**config.mk**
```make
export PLATFORM = sky130hd
export DESIGN_NAME = branch_resolution_unit
export DESIGN_NICKNAME = d
export VERILOG_FILES = /design/src/rtl/branch_resolution_unit.sv
export SDC_FILE = /design/constraint.sdc
export NUM_CORES = 1
export LEC_CHECK = 0
export BUFFER_PORTS_ARGS = -buffer_cell sky130_fd_sc_hd__buf_2
export CORE_MARGIN = 2
export CORE_UTILIZATION = 57
export DETAILED_ROUTE_END_ITERATION = 8
export GPL_TIMING_DRIVEN = 0
export PLACE_DENSITY = 0.86
export SLEW_MARGIN = 20
export SYNTH_ARGS = -nofsm -noshare
export SYNTH_HDL_FRONTEND = slang
export SYNTH_SLANG_ARGS = --single-unit
```
**constraint.sdc**
```tcl
create_clock -name clk_i -period 3.1 [get_ports clk_i]
set_clock_uncertainty 0.2 [all_clocks]
set_input_delay 0.155 -clock clk_i [delete_from_list [all_inputs] [get_ports clk_i]]
set_output_delay 0.155 -clock clk_i [all_outputs]
set_load 0.01 [all_outputs]
```
**src/rtl/branch_resolution_unit.sv**
```systemverilog
// Branch resolution: carries F-stage predictions to EX, flags mispredicts,
// drives the predictor update and keeps saturating perf counters.
module branch_resolution_unit #(
  parameter int WIDTH     = 32,
  parameter int CNT_WIDTH = 32
) (
  input  logic                 clk_i,
  input  logic                 reset_n_i,
  input  logic                 stall_d_i,
  input  logic                 flush_d_i,
  input  logic                 stall_e_i,
  input  logic                 flush_e_i,
  input  logic                 branch_f_i,
  input  logic                 pc_src_pred_f_i,
  input  logic [WIDTH-1:0]     pc_plus4_f_i,
  input  logic                 branch_e_i,
  input  logic                 pc_src_res_ex_i,
  input  logic [WIDTH-1:0]     pc_target_ex_i,
  output logic                 mispredict_o,
  output logic [WIDTH-1:0]     redirect_pc_o,
  output logic                 pred_update_en_o,
  output logic                 pc_src_res_o,
  output logic [CNT_WIDTH-1:0] branch_cnt_o,
  output logic [CNT_WIDTH-1:0] mispredict_cnt_o
);

  typedef struct packed {
    logic             pred;
    logic [WIDTH-1:0] pc_plus4;
  } pipe_t;

  pipe_t                r_fd;
  pipe_t                r_de;
  logic [CNT_WIDTH-1:0] r_branch_cnt;
  logic [CNT_WIDTH-1:0] r_mispred_cnt;

  logic                 w_mispredict;
  logic                 w_update_en;
  pipe_t                w_fd_next;

  assign w_fd_next.pred     = pc_src_pred_f_i & branch_f_i;
  assign w_fd_next.pc_plus4 = pc_plus4_f_i;

  always_ff @(posedge clk_i or negedge reset_n_i) begin
    if (!reset_n_i) begin
      r_fd <= '0;
    end else if (flush_d_i) begin
      r_fd <= '0;
    end else if (!stall_d_i) begin
      r_fd <= w_fd_next;
    end
  end

  always_ff @(posedge clk_i or negedge reset_n_i) begin
    if (!reset_n_i) begin
      r_de <= '0;
    end else if (flush_e_i) begin
      r_de <= '0;
    end else if (!stall_e_i) begin
      r_de <= r_fd;
    end
  end

  // Gate with reset so a branch sitting in EX during reset emits nothing.
  assign w_mispredict = reset_n_i & branch_e_i &
                        (r_de.pred != pc_src_res_ex_i);
  assign w_update_en  = reset_n_i & branch_e_i & ~stall_e_i;

  always_ff @(posedge clk_i or negedge reset_n_i) begin
    if (!reset_n_i) begin
      r_branch_cnt  <= '0;
      r_mispred_cnt <= '0;
    end else if (w_update_en) begin
      if (r_branch_cnt != '1) begin
        r_branch_cnt <= r_branch_cnt + 1'b1;
      end
      if (w_mispredict && (r_mispred_cnt != '1)) begin
        r_mispred_cnt <= r_mispred_cnt + 1'b1;
      end
    end
  end

  assign mispredict_o     = w_mispredict;
  assign redirect_pc_o    = pc_src_res_ex_i ? pc_target_ex_i
                                            : r_de.pc_plus4;
  assign pred_update_en_o = w_update_en;
  assign pc_src_res_o     = pc_src_res_ex_i;
  assign branch_cnt_o     = r_branch_cnt;
  assign mispredict_cnt_o = r_mispred_cnt;

endmodule

```
Word level (Yosys, flattened, before mapping)
Index checks and enable logic that the tools add are counted.

Bitwise operators: 5. Add/sub/neg operators: 2. Eq/ne operators: 5. Reductions and logical operators: 3. Muxes and demuxes: 5.

Operators with widths (number): 33-bit two-way mux (4); 32-bit by 1-bit adder with 32-bit output, second input constant (2); 32-bit inequality test, second input constant (2); 32-bit two-way mux (1); 1-bit bitwise AND (4); 2-bit by 1-bit inequality test with 1-bit output, second input constant (2); 2-bit AND reduction (2); 1-bit logical AND (1); 1-bit inequality test (1); 1-bit inverter (1).

Bits in registers: 130. Bits of input ports: 74. Word-level logic and storage cells: 26. Output and inout bits: 99.

Longest topological paths before layout
Gate-level depths: netlist of the first run.

Depth in word-level cells: 4. Gate-level depth with buffers: 7. Depth with buffers taken out: 6.

Worst setup path before layout of the first run
OpenSTA, ideal clock, no wires.

Kind: register -> register. From: reg r_branch_cnt[9], in the netlist branch_cnt_o[9]. To: reg r_branch_cnt[1], in the netlist branch_cnt_o[1]. Setup slack: 0.971 ns. Clock period less this slack: 2.129 ns. Arrival time: 1.804 ns. Data required time: 2.775 ns. Buffers on the path: 0. Cell stages (with the launch flop): 6. Library setup time: 0.125 ns. Cells stage by stage: dfrtp_1 -> nand4_2 -> nor4_4 -> nand4b_4 -> nand2_1 -> mux2_2.

Word-level cells in the longest chain between the ends: 2.

RTL lines: from (decl) (line 34) `logic [CNT_WIDTH-1:0] r_branch_cnt;`; from (signal assigned) (line 75) `r_branch_cnt <= r_branch_cnt + 1'b1;`; 32-bit inequality test (line 74) `if (r_branch_cnt != '1) begin`; 2-bit AND reduction (no source line).

Every way passes these cells. A chain may end at the register's enable or synchronous reset.

Final worst setup path of the first run
Ends and elaborated chain as after synthesis.

==> results of run 1 <==
[flip-flops by register name (all words and copies together) (netlist names)]
signal / flops
mispredict_cnt_o: 32
r_de: 33
branch_cnt_o: 32
r_fd: 33
[synth_stat cells, drive strengths merged (12+ instances only)]
master | count | area share [%]
nand2 | 23 | 1.4
clkbuf | 12 | 0.72
nand4 | 21 | 2.4
xor2 | 30 | 4.2
dfrtp | 130 | 52
buf | 12 | 1.1
mux2i | 65 | 10
nor2 | 94 | 5.7
xnor2 | 31 | 4.5
mux2 | 34 | 6.2
and3 | 13 | 1.3
nand3 | 30 | 2.5
nor3 | 16 | 1.6
[critical path: stages (launching register included)]
cell and delay (ps):
dfrtp_1 440, nand4_2 190, nor4_4 630, nand4b_4 320, nand2_1 200, mux2_2 340
[routing by layer]
metal / routed length, µm / vias up
li1: - / 2369
met1: 6140 / 2562
met2: 8440 / 206
met3: 847 / 38
met4: 318 / 0
met5: 0 / -
[cell type report]
| cell class | instances | area, µm² |
|---|---|---|
| Fill cell | 661 | 2380 |
| Buffer | 24 | 111 |
| Timing Repair Buffer | 213 | 1340 |
| Multi-Input combinational cell | 390 | 2850 |
| Clock buffer | 20 | 455 |
| Tap cell | 140 | 175 |
| Clock inverter | 12 | 155 |
| Inverter | 6 | 22.5 |
| Sequential cell | 130 | 3250 |
[repair_timing]
item	in CTS	in global routing
endpoints found under the setup margin	0	0
hold buffers	45	0
resized for setup	0	0
endpoints found under the hold margin	171	0
[power groups by stage]
stage	combinational [µW]	clock, µW	sequential [µW]
6_report	527	2050	1890
5_1_grt	573	2140	1900
3_3_place_gp	445	0	1900
4_1_cts	525	2060	1880
2_1_floorplan	234	0	1910
3_5_place_dp	467	0	1910
[through the flow]
| stage | setup slack [ps] | cell area, µm² | setup TNS (ps) | hold slack, ps |
|---|---|---|---|---|
| finish | 676 | 8370 | 0 | 38.3 |
| global route | 531 | 8370 | 0 | 54.6 |
| CTS | 691 | 8370 | 0 | 37.7 |
| detailed placement | 653 | 7290 | 0 | -78.5 |
| global placement | -1270 | 7250 | -57490 | 195 |
| floorplan | 971 | 6240 | 0 | -341 |
[kinds of logic (layout without fill, tap and decap cells)]
kind of cell               Yosys count  in the layout  share of synthesized area [%]
buffers and inverters               30            275                           2.15
muxes                               99             99                           16.6
xor gates and xnor gates            61             61                           8.68
and+or+nand+nor                    220            220                           19.0
DFF                                130            130                           52.1
adders and majority gates            2              2                          0.401
AOI/OAI and AO/OA                    8              8                           1.04
[how the worst max path moves through the flow]
stage / startpoint / to / slack (ps)
finish: branch_cnt_o[9]$_DFFE_PN0P_ / branch_cnt_o[1]$_DFFE_PN0P_ / 680
global route: branch_cnt_o[4]$_DFFE_PN0P_ / branch_cnt_o[1]$_DFFE_PN0P_ / 530
CTS: branch_cnt_o[9]$_DFFE_PN0P_ / branch_cnt_o[1]$_DFFE_PN0P_ / 690
detailed placement: reset_n_i / branch_cnt_o[27]$_DFFE_PN0P_ / 650
global placement: reset_n_i / branch_cnt_o[29]$_DFFE_PN0P_ / -1270
floorplan: branch_cnt_o[9]$_DFFE_PN0P_ / branch_cnt_o[1]$_DFFE_PN0P_ / 970
==> impl_metrics.yaml, run 1 <==
run_status:
  status: "completed"
yosys:
  synth-seq-cells: 130
  synth_area_per_cell_um2: 11.3
  syn_inst: 550
  ys_types: 46
  synth_fp_nets: 626
  yosysWarnings: 0
  synthArstFlopShare_pct: 100
  synth-edff-count: 0
  yosysSeqAreaShare_pct: 52.1
  syn_area_um2: 6240
  synthFlopType: "dfrtp_1"
cells_and_area:
  stdcell_count: 935
  area_growth_syn_to_layout_pct: 34.1
  num_antenna_cells: 0
  final_common_cell: "buf_2"
  layout_common_cells: "168 x buf_2, 130 x dfrtp_1, 94 x nor2_1"
  fin_nets: 858
  layout-drive-gt1-share_pct: 32.7
  fin_util_pct: 77.9
global_route:
  busiest_layer: "met2"
  use_met1_pct: 31.4
  use_met2_pct: 49.7
  grt_pass1_vias: 5379
  antenna_found_initial: 0
  grt_pass1_wl_um: 25300
  grtUsageTotal_pct: 27.7
  overflow: 0
  grt_use_met3_pct: 6.75
  grt_max_degree: 72
min_path:
  hold_class: "primary input to async pin"
detailed_routing:
  viasPerCell: 5.53
  drt_iter0_markers: 298
  wire_per_inst_um: 16.8
  detail_route.wirelength_um: 15700
  dr.pass1.iters: 5
  ant_nets: 0
  vias: 5175
  drc: 0
die:
  die_width_um: 109
  die-area_um2: 11800
  die_h_um: 109
  coreArea_um2: 10700
  io_pins: 173
  row_count: 38
  start_util_pct: 58.1
pwr:
  switchingPower_uw: 1120
  power_frac_seq_pct: 42.3
  p_int_uw: 3340
  netSwitchingFraction_pct: 25.1
  power_density_nw_per_um2: 533
  leakage_uw: 0.00445
  p_clk_share_pct: 45.9
  total_power_uw: 4460
  vdd_drop_max_mv: 0.325
  p_comb_share_pct: 11.8
clocking:
  cts_setup_buffers: 0
  clk_pin_slew_ps: 60
  htree_levels: 4
  clock-sinks: 130
  cts_buffers: 17
  cts_tree: "yes"
  root_buffer: "clkbuf_8"
  clockBufferDepth: 2
  clock_latency_ps: 520
placement:
  numPortBuffers: 167
  dp_cells: 858
  hpwl_um: 10300
  place_congestion: 0.815
sta:
  fin_crit_sh_pct: 78.2
  max_freq_mhz: 413
  rsz0062_at_grt: "no"
  report.final.hold_viol_count: 0
  slew-limit-headroom_pct: 46.1
  tightest_slew_ps: 807
  finalMaxSlewViolations: 0
  setup_viol: 0
  fin_crit_ps: 2420
critical_path:
  end_kind: "register"
  rr_worst_depth: 5
  r2r_end: "branch_cnt_o[1]$_DFFE_PN0P_"
  required_ps: 3310
  regToRegStartpoint: "branch_cnt_o[9]$_DFFE_PN0P_"
  worst-setup-path-type: "register to register"
  crit_path_max_fanout: 10
  reg2reg_slack_ps: 680
  start_kind: "register"
  cp.arrival_ps: 2630
run:
  cap_violations: 0
(Power assumes the default switching activity.)
==> run 2, diff against run 1 <==
--- a/config.mk
+++ b/config.mk
@@ -7,10 +7,10 @@
 export LEC_CHECK = 0
 export BUFFER_PORTS_ARGS = -buffer_cell sky130_fd_sc_hd__buf_2
 export CORE_MARGIN = 2
-export CORE_UTILIZATION = 57
+export CORE_UTILIZATION = 53
 export DETAILED_ROUTE_END_ITERATION = 8
 export GPL_TIMING_DRIVEN = 0
-export PLACE_DENSITY = 0.86
+export PLACE_DENSITY = 0.81
 export SLEW_MARGIN = 20
 export SYNTH_ARGS = -nofsm -noshare
 export SYNTH_HDL_FRONTEND = slang
==> constraint.sdc (replaced) <==
create_clock -name clk_i -period 2.5 [get_ports clk_i]
set_clock_uncertainty 0.2 [all_clocks]
set_input_delay 0.125 -clock clk_i [delete_from_list [all_inputs] [get_ports clk_i]]
set_output_delay 0.125 -clock clk_i [all_outputs]
set_load 0.01 [all_outputs]
==> impl_metrics.yaml, run 2 (synthesis gave the netlist of run 1 again) <==
detailed_routing:
  ant_nets: 0
  dr.pass1.iters: 5
  drt_iter0_markers: 340
  wire_per_inst_um: 17.0
  detail_route.wirelength_um: 16100
  vias: 5121
  drc: 0
  viasPerCell: 5.41
cells_and_area:
  fin_nets: 867
  area_growth_syn_to_layout_pct: 39.0
  multiInputGateArea_um2: 2870
  register_area_um2: 3250
  layout-drive-gt1-share_pct: 33.3
  layout_common_cells: "168 x buf_2, 130 x dfrtp_1, 94 x nor2_1"
  final_common_cell: "buf_2"
  num_antenna_cells: 0
  reg_top3: "r_de (33), r_fd (33)"
  fin_util_pct: 75.6
  fillers: 731
  fin_area_um2: 8670
clocking:
  cts_tree: "yes"
  clk_pin_slew_ps: 50
  htree_levels: 4
  clock-sinks: 130
  root_buffer: "clkbuf_16"
  clockBufferDepth: 2
  cts_buffers: 17
  clock_latency_ps: 420
critical_path:
  start_kind: "primary input"
  cpPeakStageDelay_ps: 580
  critPathBufInv: 6
  cp_num_cells: 11
  crit_path_cell_trace: "dlygate4sd3_1 -> buf_8 -> buf_16 -> buf_16 -> buf_16 -> buf_16 -> nand2_1 -> nor4_4 -> nand3_2 -> nor3_1 -> xor2_1"
  crit_path_top_delay_cell: "dlygate4sd3_1"
  rr_worst_depth: 7
  worst-setup-path-type: "primary input to register"
  cp_common_cell: "buf_16"
  crit_path_max_fanout: 10
  path_delay_family: "buffers and inverters"
  required_ps: 2640
  end_kind: "register"
  cp.arrival_ps: 2520
die:
  die_width_um: 113
  start_util_pct: 54.4
  die-area_um2: 12700
  coreArea_um2: 11500
  die_h_um: 113
  io_pins: 173
  row_count: 39
sta:
  tightest_slew_ps: 759
  report.final.hold_viol_count: 0
  fin_ws_ps: 116
  max_freq_mhz: 419
  setup_viol: 0
  finalMaxSlewViolations: 0
  fin_crit_sh_pct: 95.4
  fin_setup_tns_ps: 0
  slew-limit-headroom_pct: 49.4
  fin_crit_ps: 2380
global_route:
  grt_pass1_vias: 5180
  overflow: 0
  grtUsageTotal_pct: 25.8
  grt_max_degree: 74
  grt_pass1_wl_um: 25800
  antenna_found_initial: 0
run:
  cap_violations: 0
placement:
  numPortBuffers: 167
  placed_area_um2: 7290
  hpwl_um: 10200
  place_ws_ps: -267
  place_congestion: 0.824
pwr:
  power_density_nw_per_um2: 701
  leakage_uw: 0.00461
  vdd_drop_max_mv: 0.640
min_path:
  hold_class: "primary input to register"
  min_path_cells: 4
run_status:
  status: "completed"
==> run 2: metal layers <==
metal	global-route usage (%)	wire, µm
met1	31.5	6520
met2	44.1	8350
met3	5.78	811
met4	11.5	399
met5	0	0
==> run 2: worst paths after layout <==
path | startpoint | endpoint | slack (ps)
setup / recovery | reset_n_i | mispredict_cnt_o[31]$_DFFE_PN0P_ | 120
hold / removal | branch_e_i | mispredict_cnt_o[0]$_DFFE_PN0P_ | 30
setup reg to reg | mispredict_cnt_o[23]$_DFFE_PN0P_ | mispredict_cnt_o[12]$_DFFE_PN0P_ | 230
hold reg to reg | mispredict_cnt_o[16]$_DFFE_PN0P_ | mispredict_cnt_o[16]$_DFFE_PN0P_ | 290
max in group asynchronous | reset_n_i | r_fd[13]$_DFFE_PN0P_ | 610
min in group asynchronous | reset_n_i | mispredict_cnt_o[30]$_DFFE_PN0P_ | 380
==> run 2: timing repair <==
item	CTS	global route
setup buffers	0	3
hold buffers	44	7
setup endpoints to repair	0	15
gates resized for setup	0	2
hold endpoints to repair	166	97
==> run 2: per-stage QoR <==
stage | cells | hold slack [ps] | power (µW)
4_1_cts | 937 | -443 | 6070
5_1_grt | 947 | 36.5 | 6280
3_5_place_dp | 861 | -115 | 2950
3_3_place_gp | 860 | 165 | 2930
6_report | 947 | 30.9 | 6080
2_1_floorplan | 550 | -371 | 2660
==> run 2: worst min-delay path, stage by stage <==
cell	delay [ps]
buf_2	130
nand3b_4	140
nor3_2	80
xor2_1	130
==> run 2: area by class of cell <==
type | instances | area share [%]
timing repair buffer | 222 | 17.5
sequential | 130 | 37.5
inverter | 6 | 0.260
clock buffer | 22 | 5.47
tap | 143 | 2.06
clock inverter | 10 | 2.89
buffer | 24 | 1.28
multi-input combinational | 390 | 33.1
==> run 2: where the power goes <==
group	internal (µW)	switching [µW]	total [µW]
logic	349	336	685
clock network	2150	912	3060
registers	2220	123	2340
